File: src/rtl/frame_sequencer_pkg.sv
`default_nettype none
// ============================================================================
// Module   : tfmbs_frame_pkg
// Brief    : Shared state encoding and hint-field constants for frame_sequencer.
// Revision : 1.0
// ============================================================================
package tfmbs_frame_pkg;

   typedef enum logic [1:0] {
      ST_IDLE  = 2'd0,
      ST_ISSUE = 2'd1,
      ST_DONE  = 2'd2
   } seq_state_t;

   localparam logic [7:0] KERNEL_TCONV         = 8'h04;
   localparam int         HINT_CONV_STRIDE_LSB = 20;
   localparam int         HINT_KERNEL_MSB      = 7;

   // Column stride multiplier: T-CONV kernels step (conv_m1 + 1) lanes per column.
   function automatic logic [2:0] conv_factor(input logic [7:0] kernel,
                                              input logic [1:0] conv_m1);
      if (kernel == KERNEL_TCONV) begin
         return {1'b0, conv_m1} + 3'd1;
      end
      return 3'd1;
   endfunction

endpackage
`default_nettype wire

File: src/rtl/frame_sequencer_if.sv
`default_nettype none
// ============================================================================
// Module   : frame_sequencer_if
// Brief    : Valid/ready address request channel toward the memory read port.
// Revision : 1.0
// ============================================================================
interface frame_sequencer_if #(
   parameter int ADDR_WIDTH = 32
) ();

   logic                  req_valid;
   logic [ADDR_WIDTH-1:0] req_addr;
   logic                  req_last;
   logic                  req_ready;

   modport master (
      output req_valid,
      output req_addr,
      output req_last,
      input  req_ready
   );

   modport slave (
      input  req_valid,
      input  req_addr,
      input  req_last,
      output req_ready
   );

endinterface
`default_nettype wire

File: src/rtl/frame_sequencer_addr_gen.sv
`default_nettype none
// ============================================================================
// Module   : frame_addr_gen
// Brief    : Row/column walker holding the latched geometry and request address.
// Revision : 1.0
// ============================================================================
module frame_addr_gen #(
   parameter int ADDR_WIDTH   = 32,
   parameter int DIM_WIDTH    = 16,
   parameter int STRIDE_WIDTH = 8,
   parameter int PITCH_WIDTH  = 24
) (
   input  wire logic                    clk,
   input  wire logic                    reset,
   input  wire logic                    load,
   input  wire logic                    advance,
   input  wire logic [ADDR_WIDTH-1:0]   base_addr,
   input  wire logic [DIM_WIDTH-1:0]    cols,
   input  wire logic [DIM_WIDTH-1:0]    rows,
   input  wire logic [STRIDE_WIDTH+1:0] eff_stride,
   input  wire logic [PITCH_WIDTH-1:0]  row_pitch,
   output logic      [ADDR_WIDTH-1:0]   addr,
   output logic                         is_last
);

   logic [DIM_WIDTH-1:0]    r_rows;
   logic [DIM_WIDTH-1:0]    r_cols;
   logic [STRIDE_WIDTH+1:0] r_stride;
   logic [PITCH_WIDTH-1:0]  r_pitch;
   logic [DIM_WIDTH-1:0]    r_row;
   logic [DIM_WIDTH-1:0]    r_col;
   logic [ADDR_WIDTH-1:0]   r_row_base;
   logic [ADDR_WIDTH-1:0]   r_addr;

   logic [ADDR_WIDTH-1:0]   w_stride_ext;
   logic [ADDR_WIDTH-1:0]   w_pitch_ext;
   logic                    w_col_end;
   logic                    w_row_end;

   assign w_stride_ext = {{(ADDR_WIDTH-STRIDE_WIDTH-2){1'b0}}, r_stride};
   assign w_pitch_ext  = {{(ADDR_WIDTH-PITCH_WIDTH){1'b0}}, r_pitch};
   assign w_col_end    = (r_col == r_cols - DIM_WIDTH'(1));
   assign w_row_end    = (r_row == r_rows - DIM_WIDTH'(1));
   assign is_last      = w_col_end && w_row_end;
   assign addr         = r_addr;

   always_ff @(posedge clk) begin
      if (reset) begin
         r_rows     <= '0;
         r_cols     <= '0;
         r_stride   <= '0;
         r_pitch    <= '0;
         r_row      <= '0;
         r_col      <= '0;
         r_row_base <= '0;
         r_addr     <= '0;
      end else if (load) begin
         r_rows     <= rows;
         r_cols     <= cols;
         r_stride   <= eff_stride;
         r_pitch    <= row_pitch;
         r_row      <= '0;
         r_col      <= '0;
         r_row_base <= base_addr;
         r_addr     <= base_addr;
      end else if (advance) begin
         if (!w_col_end) begin
            r_col  <= r_col + DIM_WIDTH'(1);
            r_addr <= r_addr + w_stride_ext;
         end else begin
            // Next row starts from the row base, not from the last column address.
            r_col      <= '0;
            r_row      <= r_row + DIM_WIDTH'(1);
            r_row_base <= r_row_base + w_pitch_ext;
            r_addr     <= r_row_base + w_pitch_ext;
         end
      end
   end

endmodule
`default_nettype wire

File: src/rtl/frame_sequencer.sv
`default_nettype none
// ============================================================================
// Module   : frame_sequencer
// Brief    : 2-D frame address sequencer with T-CONV stride scaling and abort.
// Revision : 1.0
// ============================================================================
module frame_sequencer
   import tfmbs_frame_pkg::*;
#(
   parameter int ADDR_WIDTH   = 32,
   parameter int DIM_WIDTH    = 16,
   parameter int STRIDE_WIDTH = 8,
   parameter int PITCH_WIDTH  = 24
) (
   input  wire logic                    clk,
   input  wire logic                    reset,
   input  wire logic [ADDR_WIDTH-1:0]   base_addr,
   input  wire logic [DIM_WIDTH-1:0]    frame_cols,
   input  wire logic [DIM_WIDTH-1:0]    frame_rows,
   input  wire logic [STRIDE_WIDTH-1:0] lane_stride,
   input  wire logic [PITCH_WIDTH-1:0]  row_pitch,
   input  wire logic [31:0]             exec_hints,
   input  wire logic                    start,
   input  wire logic                    abort,
   output logic                         busy,
   output logic                         engine_enable,
   frame_sequencer_if.master            req,
   output logic                         done,
   output logic                         aborted,
   output logic                         cfg_err,
   output logic [2*DIM_WIDTH-1:0]       elem_count
);

   seq_state_t r_state;
   seq_state_t w_next_state;

   logic                    r_aborted;
   logic                    r_cfg_err;
   logic [2*DIM_WIDTH-1:0]  r_elem_count;

   logic                    w_load;
   logic                    w_advance;
   logic                    w_hs;
   logic                    w_is_last;
   logic                    w_dims_zero;
   logic [2:0]              w_factor;
   logic [STRIDE_WIDTH+1:0] w_eff_stride;
   logic [ADDR_WIDTH-1:0]   w_addr;
   logic                    w_unused_hints;

   assign w_unused_hints = ^{exec_hints[31:HINT_CONV_STRIDE_LSB+2],
                             exec_hints[HINT_CONV_STRIDE_LSB-1:HINT_KERNEL_MSB+1]};

   assign w_factor     = conv_factor(exec_hints[HINT_KERNEL_MSB:0],
                                     exec_hints[HINT_CONV_STRIDE_LSB+1:HINT_CONV_STRIDE_LSB]);
   assign w_eff_stride = {2'b00, lane_stride} * (STRIDE_WIDTH+2)'(w_factor);
   assign w_dims_zero  = (frame_rows == '0) || (frame_cols == '0);

   assign w_load    = (r_state == ST_IDLE) && start;
   assign w_hs      = (r_state == ST_ISSUE) && req.req_ready;
   assign w_advance = w_hs && !w_is_last;

   frame_addr_gen #(
      .ADDR_WIDTH   (ADDR_WIDTH),
      .DIM_WIDTH    (DIM_WIDTH),
      .STRIDE_WIDTH (STRIDE_WIDTH),
      .PITCH_WIDTH  (PITCH_WIDTH)
   ) u_addr_gen (
      .clk        (clk),
      .reset      (reset),
      .load       (w_load),
      .advance    (w_advance),
      .base_addr  (base_addr),
      .cols       (frame_cols),
      .rows       (frame_rows),
      .eff_stride (w_eff_stride),
      .row_pitch  (row_pitch),
      .addr       (w_addr),
      .is_last    (w_is_last)
   );

   always_ff @(posedge clk) begin
      if (reset) begin
         r_state <= ST_IDLE;
      end else begin
         r_state <= w_next_state;
      end
   end

   always_comb begin
      w_next_state  = r_state;
      busy          = 1'b0;
      engine_enable = 1'b0;
      done          = 1'b0;
      case (r_state)
         ST_IDLE: begin
            if (start) begin
               w_next_state = w_dims_zero ? ST_DONE : ST_ISSUE;
            end
         end
         ST_ISSUE: begin
            busy          = 1'b1;
            engine_enable = 1'b1;
            if ((w_hs && w_is_last) || abort) begin
               w_next_state = ST_DONE;
            end
         end
         ST_DONE: begin
            done         = 1'b1;
            w_next_state = ST_IDLE;
         end
         default: begin
            w_next_state = ST_IDLE;
         end
      endcase
   end

   always_ff @(posedge clk) begin
      if (reset) begin
         r_aborted    <= 1'b0;
         r_cfg_err    <= 1'b0;
         r_elem_count <= '0;
      end else begin
         if (w_load) begin
            r_aborted    <= 1'b0;
            r_cfg_err    <= w_dims_zero;
            r_elem_count <= '0;
         end
         if (w_hs) begin
            r_elem_count <= r_elem_count + (2*DIM_WIDTH)'(1);
         end
         // A final handshake completes the frame normally even if abort coincides.
         if ((r_state == ST_ISSUE) && abort && !(w_hs && w_is_last)) begin
            r_aborted <= 1'b1;
         end
      end
   end

   assign req.req_valid = (r_state == ST_ISSUE);
   assign req.req_addr  = w_addr;
   assign req.req_last  = (r_state == ST_ISSUE) && w_is_last;
   assign aborted       = r_aborted;
   assign cfg_err       = r_cfg_err;
   assign elem_count    = r_elem_count;

endmodule
`default_nettype wire

File: src/flat_wrapper.sv
// flat-port wrapper written by rule: the top's interface ports become plain ports
module frame_sequencer_flat import tfmbs_frame_pkg::*;
#(
   parameter int ADDR_WIDTH   = 32,
   parameter int DIM_WIDTH    = 16,
   parameter int STRIDE_WIDTH = 8,
   parameter int PITCH_WIDTH  = 24
)
  (clk, reset, base_addr, frame_cols, frame_rows, lane_stride, row_pitch, exec_hints, start, abort, busy, engine_enable, done, aborted, cfg_err, elem_count, req_req_valid, req_req_addr, req_req_last, req_req_ready);
  frame_sequencer_if #(.ADDR_WIDTH(ADDR_WIDTH)) req_i ();
  input  wire logic clk;
  input  wire logic reset;
  input  wire logic [ADDR_WIDTH-1:0] base_addr;
  input  wire logic [DIM_WIDTH-1:0] frame_cols;
  input  wire logic [DIM_WIDTH-1:0] frame_rows;
  input  wire logic [STRIDE_WIDTH-1:0] lane_stride;
  input  wire logic [PITCH_WIDTH-1:0] row_pitch;
  input  wire logic [31:0] exec_hints;
  input  wire logic start;
  input  wire logic abort;
  output logic busy;
  output logic engine_enable;
  output logic done;
  output logic aborted;
  output logic cfg_err;
  output logic [2*DIM_WIDTH-1:0] elem_count;
  output wire logic [$bits(req_i.req_valid)-1:0] req_req_valid;
  output wire logic [$bits(req_i.req_addr)-1:0] req_req_addr;
  output wire logic [$bits(req_i.req_last)-1:0] req_req_last;
  input wire logic [$bits(req_i.req_ready)-1:0] req_req_ready;
  assign req_req_valid = req_i.req_valid;
  assign req_req_addr = req_i.req_addr;
  assign req_req_last = req_i.req_last;
  assign req_i.req_ready = req_req_ready;
  frame_sequencer #(.ADDR_WIDTH(ADDR_WIDTH), .DIM_WIDTH(DIM_WIDTH), .STRIDE_WIDTH(STRIDE_WIDTH), .PITCH_WIDTH(PITCH_WIDTH)) u_core (.clk(clk), .reset(reset), .base_addr(base_addr), .frame_cols(frame_cols), .frame_rows(frame_rows), .lane_stride(lane_stride), .row_pitch(row_pitch), .exec_hints(exec_hints), .start(start), .abort(abort), .busy(busy), .engine_enable(engine_enable), .req(req_i), .done(done), .aborted(aborted), .cfg_err(cfg_err), .elem_count(elem_count));
endmodule
File: config.mk
export PLATFORM = sky130hd
export DESIGN_NAME = frame_sequencer_flat
export DESIGN_NICKNAME = d
export VERILOG_FILES = /design/src/rtl/frame_sequencer_pkg.sv /design/src/rtl/frame_sequencer_if.sv /design/src/rtl/frame_sequencer_addr_gen.sv /design/src/rtl/frame_sequencer.sv /design/src/flat_wrapper.sv
export SDC_FILE = /design/constraint.sdc
export NUM_CORES = 1
export LEC_CHECK = 0
export CORE_UTILIZATION = 29
export CTS_CLUSTER_DIAMETER = 80
export DETAILED_ROUTE_END_ITERATION = 8
export GPL_TIMING_DRIVEN = 0
export PLACE_DENSITY = 0.49
export SLEW_MARGIN = 30
export SYNTH_ARGS = -nofsm -noshare
export SYNTH_HDL_FRONTEND = slang
export SYNTH_SLANG_ARGS = --single-unit
File: constraint.sdc
create_clock -name clk -period 11.95 [get_ports clk]
set_input_delay 2.39 -clock clk [delete_from_list [all_inputs] [get_ports clk]]
set_output_delay 2.39 -clock clk [all_outputs]
set_load 0.01 [all_outputs]
* Word level (Yosys, flattened, before mapping)
Cells that the tools add are included.
** Storage, ports and cells
- Register bits after elaboration :: 198
- Output and inout bits :: 71
- Word-level logic and storage cells :: 71
** Cells by class
- Add/sub/neg operators :: 8
- Multiply operators :: 1
- Eq/ne operators :: 7
- Muxes and demuxes :: 20
- Reductions and logical operators :: 23
** Operators by type and width (count)
- $mux W32 :: 8
- $add A16 B1 Y16 const B :: 2
- $add A32 B1 Y32 const B :: 1
- $add A32 B10 Y32 :: 1
- $add A32 B24 Y32 :: 1
- $eq A16 B16 Y1 :: 2
- $logic_not A16 Y1 :: 2
- $sub A16 B1 Y16 const B :: 2
- $mux W16 :: 1
- $mul A8 B3 Y10 :: 1
- $eq A8 B3 Y1 const B :: 1
- $logic_and A1 B1 Y1 :: 8
- $reduce_bool A2 Y1 :: 4
- $mux W2 :: 3
- $mux W3 :: 2
- $reduce_and A2 Y1 :: 3
- $mux W1 :: 5
- $pmux W2 S2 :: 1
- $add A2 B1 Y3 const B :: 1
- $eq A2 B1 Y1 const B :: 1
- $eq A2 B2 Y1 const B :: 1
- $logic_not A1 Y1 :: 2
- $logic_not A2 Y1 :: 1
- $logic_or A1 B1 Y1 :: 2
- other kinds (3) :: 3

* Logic depth before layout (Yosys ltp)
- Word-level depth :: 7
- Depth in mapped cells :: 18

* Hierarchy
From an unflattened synthesis, not the netlist that was laid out.
** Second synthesis, totals
- Cell total of the unflattened synthesis :: 1587
- Area, all modules :: 12819.8 µm²
** By module, submodules not included
- frame_addr_gen :: times used 1, cells an instance 1259, area an instance 10191.0 µm²
- frame_sequencer :: times used 1, cells an instance 328, area an instance 2628.8 µm²

* Least setup slack after synthesis
No wires, ideal clock.
- Path kind :: in2reg
- Start :: input port exec_hints[5]
- End :: register u_core.u_addr_gen.r_stride[9]
- Setup time :: 0.133 ns
- Arrival time :: 5.365 ns
- Required time :: 11.817 ns
- Setup slack :: 6.452 ns
- Stages :: 16
- Cells stage by stage :: nor4_1 > and4b_1 > and2_1 > clkbuf_1 > nand2_1 > fa_1 > inv_1 > ha_1 > a21o_1 > a21o_1 > a21o_1 > a21oi_1 > o21bai_1 > a21oi_1 > xnor2_1 > a21oi_1
** On the way
- Longest elaborated chain between the ends :: 4
** RTL lines
- start: declaration :: RTL line flat_wrapper.sv:18 : input wire logic [31:0] exec_hints;
- $eq A8 B3 Y1 :: RTL line frame_sequencer_pkg.sv:22 : if (kernel == KERNEL_TCONV) begin
- $mux W1 :: RTL line frame_sequencer_pkg.sv:22
- $mux W3 :: RTL line frame_sequencer_pkg.sv:25 : return 3'd1;
- $mul A8 B3 Y10 :: RTL line frame_sequencer.sv:56 : assign w_eff_stride = {2'b00, lane_stride} * (STRIDE_WIDTH+2)'(w_factor);
- end signal: assignment :: RTL line frame_sequencer_addr_gen.sv:60 : r_stride <= eff_stride;
- end: declaration :: RTL line frame_sequencer_addr_gen.sv:28 : logic [STRIDE_WIDTH+1:0] r_stride;
No other way between the ends.
A chain may end at the register's enable or synchronous reset.

* Worst setup path in the final report
- Start :: register u_core.u_addr_gen.r_cols[0]
- End :: output port req_req_last
** On the way
- Longest elaborated chain between the ends :: 4
** RTL lines
- start: declaration :: RTL line frame_sequencer_addr_gen.sv:27 : logic [DIM_WIDTH-1:0] r_cols;
- start signal: assignment :: RTL line frame_sequencer_addr_gen.sv:59 : r_cols <= cols;
- $sub A16 B1 Y16 :: RTL line frame_sequencer_addr_gen.sv:42 : assign w_col_end = (r_col == r_cols - DIM_WIDTH'(1));
- $eq A16 B16 Y1 :: RTL line frame_sequencer_addr_gen.sv:42
- $logic_and A1 B1 Y1 :: RTL line frame_sequencer_addr_gen.sv:44 : assign is_last = w_col_end && w_row_end;
- $logic_and A1 B1 Y1 :: RTL line frame_sequencer.sv:141 : assign req.req_last = (r_state == ST_ISSUE) && w_is_last;
- end: declaration :: RTL line flat_wrapper.sv:29 : output wire logic [$bits(req_i.req_last)-1:0] req_req_last;
No other way between the ends.

==> results.txt <==
Die ar.: 0.04353 mm2
Power Total: 1.710 mW
Max-capacitance violation count: 0
Status: finished, final reports clean
Post-synth EDFFs: 0
Reg-to-reg startpoint: u_core.u_addr_gen.r_cols[0]
Initial DRC count: 939
Post_cts resized: 0
Fin. max-slew vios: 0
Critical hold path startpoint: u_core.u_addr_gen.r_pitch[9]
Slowest-stage cell, CP: or4_1
WS Path Type: reg2out
Power Dens Cells: 110.9 mW/mm2
# H-tree levels: 4
IO Count: 204
F_max: 145.3 MHz
Die width: 208.7 um
Slew @ Worst Pin: 0.9929 ns
Family with the most delay on the worst path: simple AND/OR/NAND/NOR gates
Hold Path Depth: 2
# Post-CTS Setup Buffers: 0
Syn Inst Count: 1,632
Final critical path time including I/O delays and setup: 6.884 ns
Layout net count: 2,022
Root Driver: clkbuf_16
Die Ht: 208.7 um
First-pass GRT wire length: 73,880 um
RSZ-0062 raised after global routing: no
Longest Clk Path Bufs: 2
Worst-path clk slew: 0.08 ns
Yosys warns: 0
Top cell by count, worst path: or3_1
Period utilisation layout: 0.5761
Area Overhead vs Synth: 24.44%
Slew HR: 0.3381
Maximum vdd ir drop: 0.08004 mV
Total GRT Usage: 0.2242
Vias after detailed routing: 12,808
Mapped cell area: 0.01238 mm2
Min-Delay Endpoint: u_core.u_addr_gen.r_pitch[9]
Area of the multi-input gates: 0.007891 mm2
Most frequent cells in the layout: 258 x nand2_1, 198 x dfxtp_1, 180 x clkdlybuf4s50_1
Worst path cell trace: inv_1, ha_1, nor2b_1, or3_1, a31oi_1, nand4b_1, or3_1, or4_1, nor2_1, clkdlybuf4s50_1
Most common cell after layout, fill and taps aside: nand2_1
Register area: 0.003964 mm2
DRC: 0
FF-to-FF path depth: 12
Setup violations, final: 0
Syn nets: 1,823
1st-pass router iterations: 5
Area leader, netlist: dfxtp_1
Total wire length: 49,250 um
FILL cells: 4,491
Reg-to-reg endpoint: u_core.u_addr_gen.r_col[13]
DR WL/cell: 20.67 um
Worst endpoint required time: 9.56 ns
Synth unique cells: 77
TNS Setup: 0 ns
GPL Wtd Cong: 0.9120
PortBufs: 180
Clock Skew: 0.01898 ns
Final ANT Viol Nets: 0
Share of layout cells above drive strength 1: 0.03418
Critical path buffers and inverters: 2
Register area share after synthesis: 0.3201
Pleak: 5.555 nW
Clk_lat worst skew: 0.47 ns
Share of flip-flops with an asynchronous set or reset: 0
Mapped Avg Cell Area: 7.588 um2
Std cell rows: 75
CP arrival: 4.49 ns
Area of the core: 0.04204 mm2
Remaining Overflow, GRT: 0
Synth top area share: 0.3201
Hold buffers post-CTS: 0
Worst Setup Start Kind: flop
Crit. End Element: output pin
CP Max Fanout: 9
Reg-to-reg slack, setup: 7.63 ns
Largest net degree at the start of global routing: 17
CTS tree: built
Vias/cell: 5.375
Yosys reg bits: 198
Num CTS Buffers: 17
Starting density of the core: 0.2946
Vias in the first global route: 11,992
Primary FF master, synth: dfxtp_1
Final hold violation count: 0
Hpwl dp: 38,120 um
Clk sinks: 198
Initial antenna violation count: 4
Min-Delay Path Class: reg2reg
Synth area leaders: dfxtp_1 32%, nand2_1 7.8%, a21oi_1 6.4%
Critical Path Max Stage Delay: 0.74 ns
[through the flow]
step / hold WS [ns] / utilization / instances / cell area, um2 / setup WS, ns
2_1_floorplan: 0.4356 / - / 1632 / 12380 / 6.452
3_3_place_gp: 0.4526 / 0.3535 / 2351 / 14860 / 5.489
3_5_place_dp: 0.4546 / 0.3537 / 2351 / 14870 / 5.526
4_1_cts: 0.4649 / 0.3665 / 2382 / 15410 / 5.020
5_1_grt: 0.4867 / 0.3666 / 2383 / 15410 / 4.801
6_report: 0.4644 / 0.3666 / 2383 / 15410 / 5.066
[worst register-to-register path: stages (launching register included)]
cell and delay (ns):
dfxtp_1 0.49, inv_1 0.11, ha_1 0.33, nor2b_1 0.18, or3_1 0.34, a31oi_1 0.32, o311ai_0 0.33, nor4_4 0.67
nand3_1 0.32, buf_2 0.33, nand3_1 0.26, clkbuf_1 0.43, nor2_1 0.10
[report_power, final]
part	leakage, nW	switching, mW	internal, mW
clock network	0.264	0.291	0.287
logic	3.67	0.228	0.162
registers	1.62	0.0446	0.696
[per-layer routing]
| metal | vias up | routed length [um] | global-route usage |
|---|---|---|---|
| met3 | 57 | 2995 | 0.04479 |
| met1 | 6166 | 23080 | 0.3044 |
| met5 | - | 48 | 0 |
| met4 | 6 | 835 | 0.05502 |
| li1 | 6190 | - | - |
| met2 | 389 | 22290 | 0.3633 |
[logic make-up (layout without fill, tap and decap cells)]
logic type	Yosys count	count (layout)	share of synthesized area
XOR/XNOR	115	115	0.08133
other	0	1	0
AO/OA/AOI/OAI	402	402	0.2023
multiplexers	25	25	0.02081
buffers and inverters	134	345	0.04344
flip-flops	198	198	0.3201
adder cells (fa/ha/maj)	58	58	0.06405
AND/OR/NAND/NOR	700	700	0.2680
[flip-flops by register name (all words and copies together) (netlist names)]
register	cells
u_core.u_addr_gen.addr	32
u_core.aborted	1
u_core.u_addr_gen.r_col	16
u_core.u_addr_gen.r_pitch	24
u_core.u_addr_gen.r_row	16
u_core.u_addr_gen.r_rows	16
u_core.u_addr_gen.r_stride	10
u_core.r_state	2
u_core.cfg_err	1
u_core.u_addr_gen.r_row_base	32
u_core.elem_count	32
u_core.u_addr_gen.r_cols	16
[Yosys cell counts, types with 7 or more instances]
library cell	n
inv_1	48
buf_2	10
nand3b_1	7
a211oi_1	27
and3_1	18
a22oi_1	11
dfxtp_1	198
clkbuf_1	65
o22ai_1	9
nor3_1	41
nand3_1	63
nor2b_1	12
or3_1	28
o21ai_0	72
xor2_1	33
nand2_1	258
a21oi_1	159
a31oi_1	12
nand2b_1	16
ha_1	49
o211ai_1	14
and2_1	14
nor4_1	31
o21a_1	19
nor2_1	155
or4_1	9
nand4_1	21
fa_1	9
xnor2_1	82
mux2i_1	19
a21o_1	16
[worst max-delay path by stage]
stage / from / to / slack, ns / depth (start not counted)
after floorplan: exec_hints[5] / u_core.u_addr_gen.r_stride[9] / 6.45 / 16
after global placement: u_core.u_addr_gen.r_cols[0] / req_req_last / 5.49 / 10
final: u_core.u_addr_gen.r_cols[0] / req_req_last / 5.07 / 10
after CTS: u_core.u_addr_gen.r_cols[0] / req_req_last / 5.02 / 10
after detailed placement: u_core.u_addr_gen.r_cols[0] / req_req_last / 5.53 / 10
after global routing: u_core.u_addr_gen.r_cols[0] / req_req_last / 4.80 / 10
[final cells by class]
type / count / area share
multi-input cells: 1300 / 0.5121
flip-flops and latches: 198 / 0.2572
repair buffers: 180 / 0.1169
well taps: 539 / 0.04376
clock buffers: 19 / 0.02809
plain buffers: 86 / 0.02330
inverters: 48 / 0.01169
clock inverters: 12 / 0.006820
diodes: 1 / 0.0001624
No activity file was read; power rests on OpenSTA's default activity.
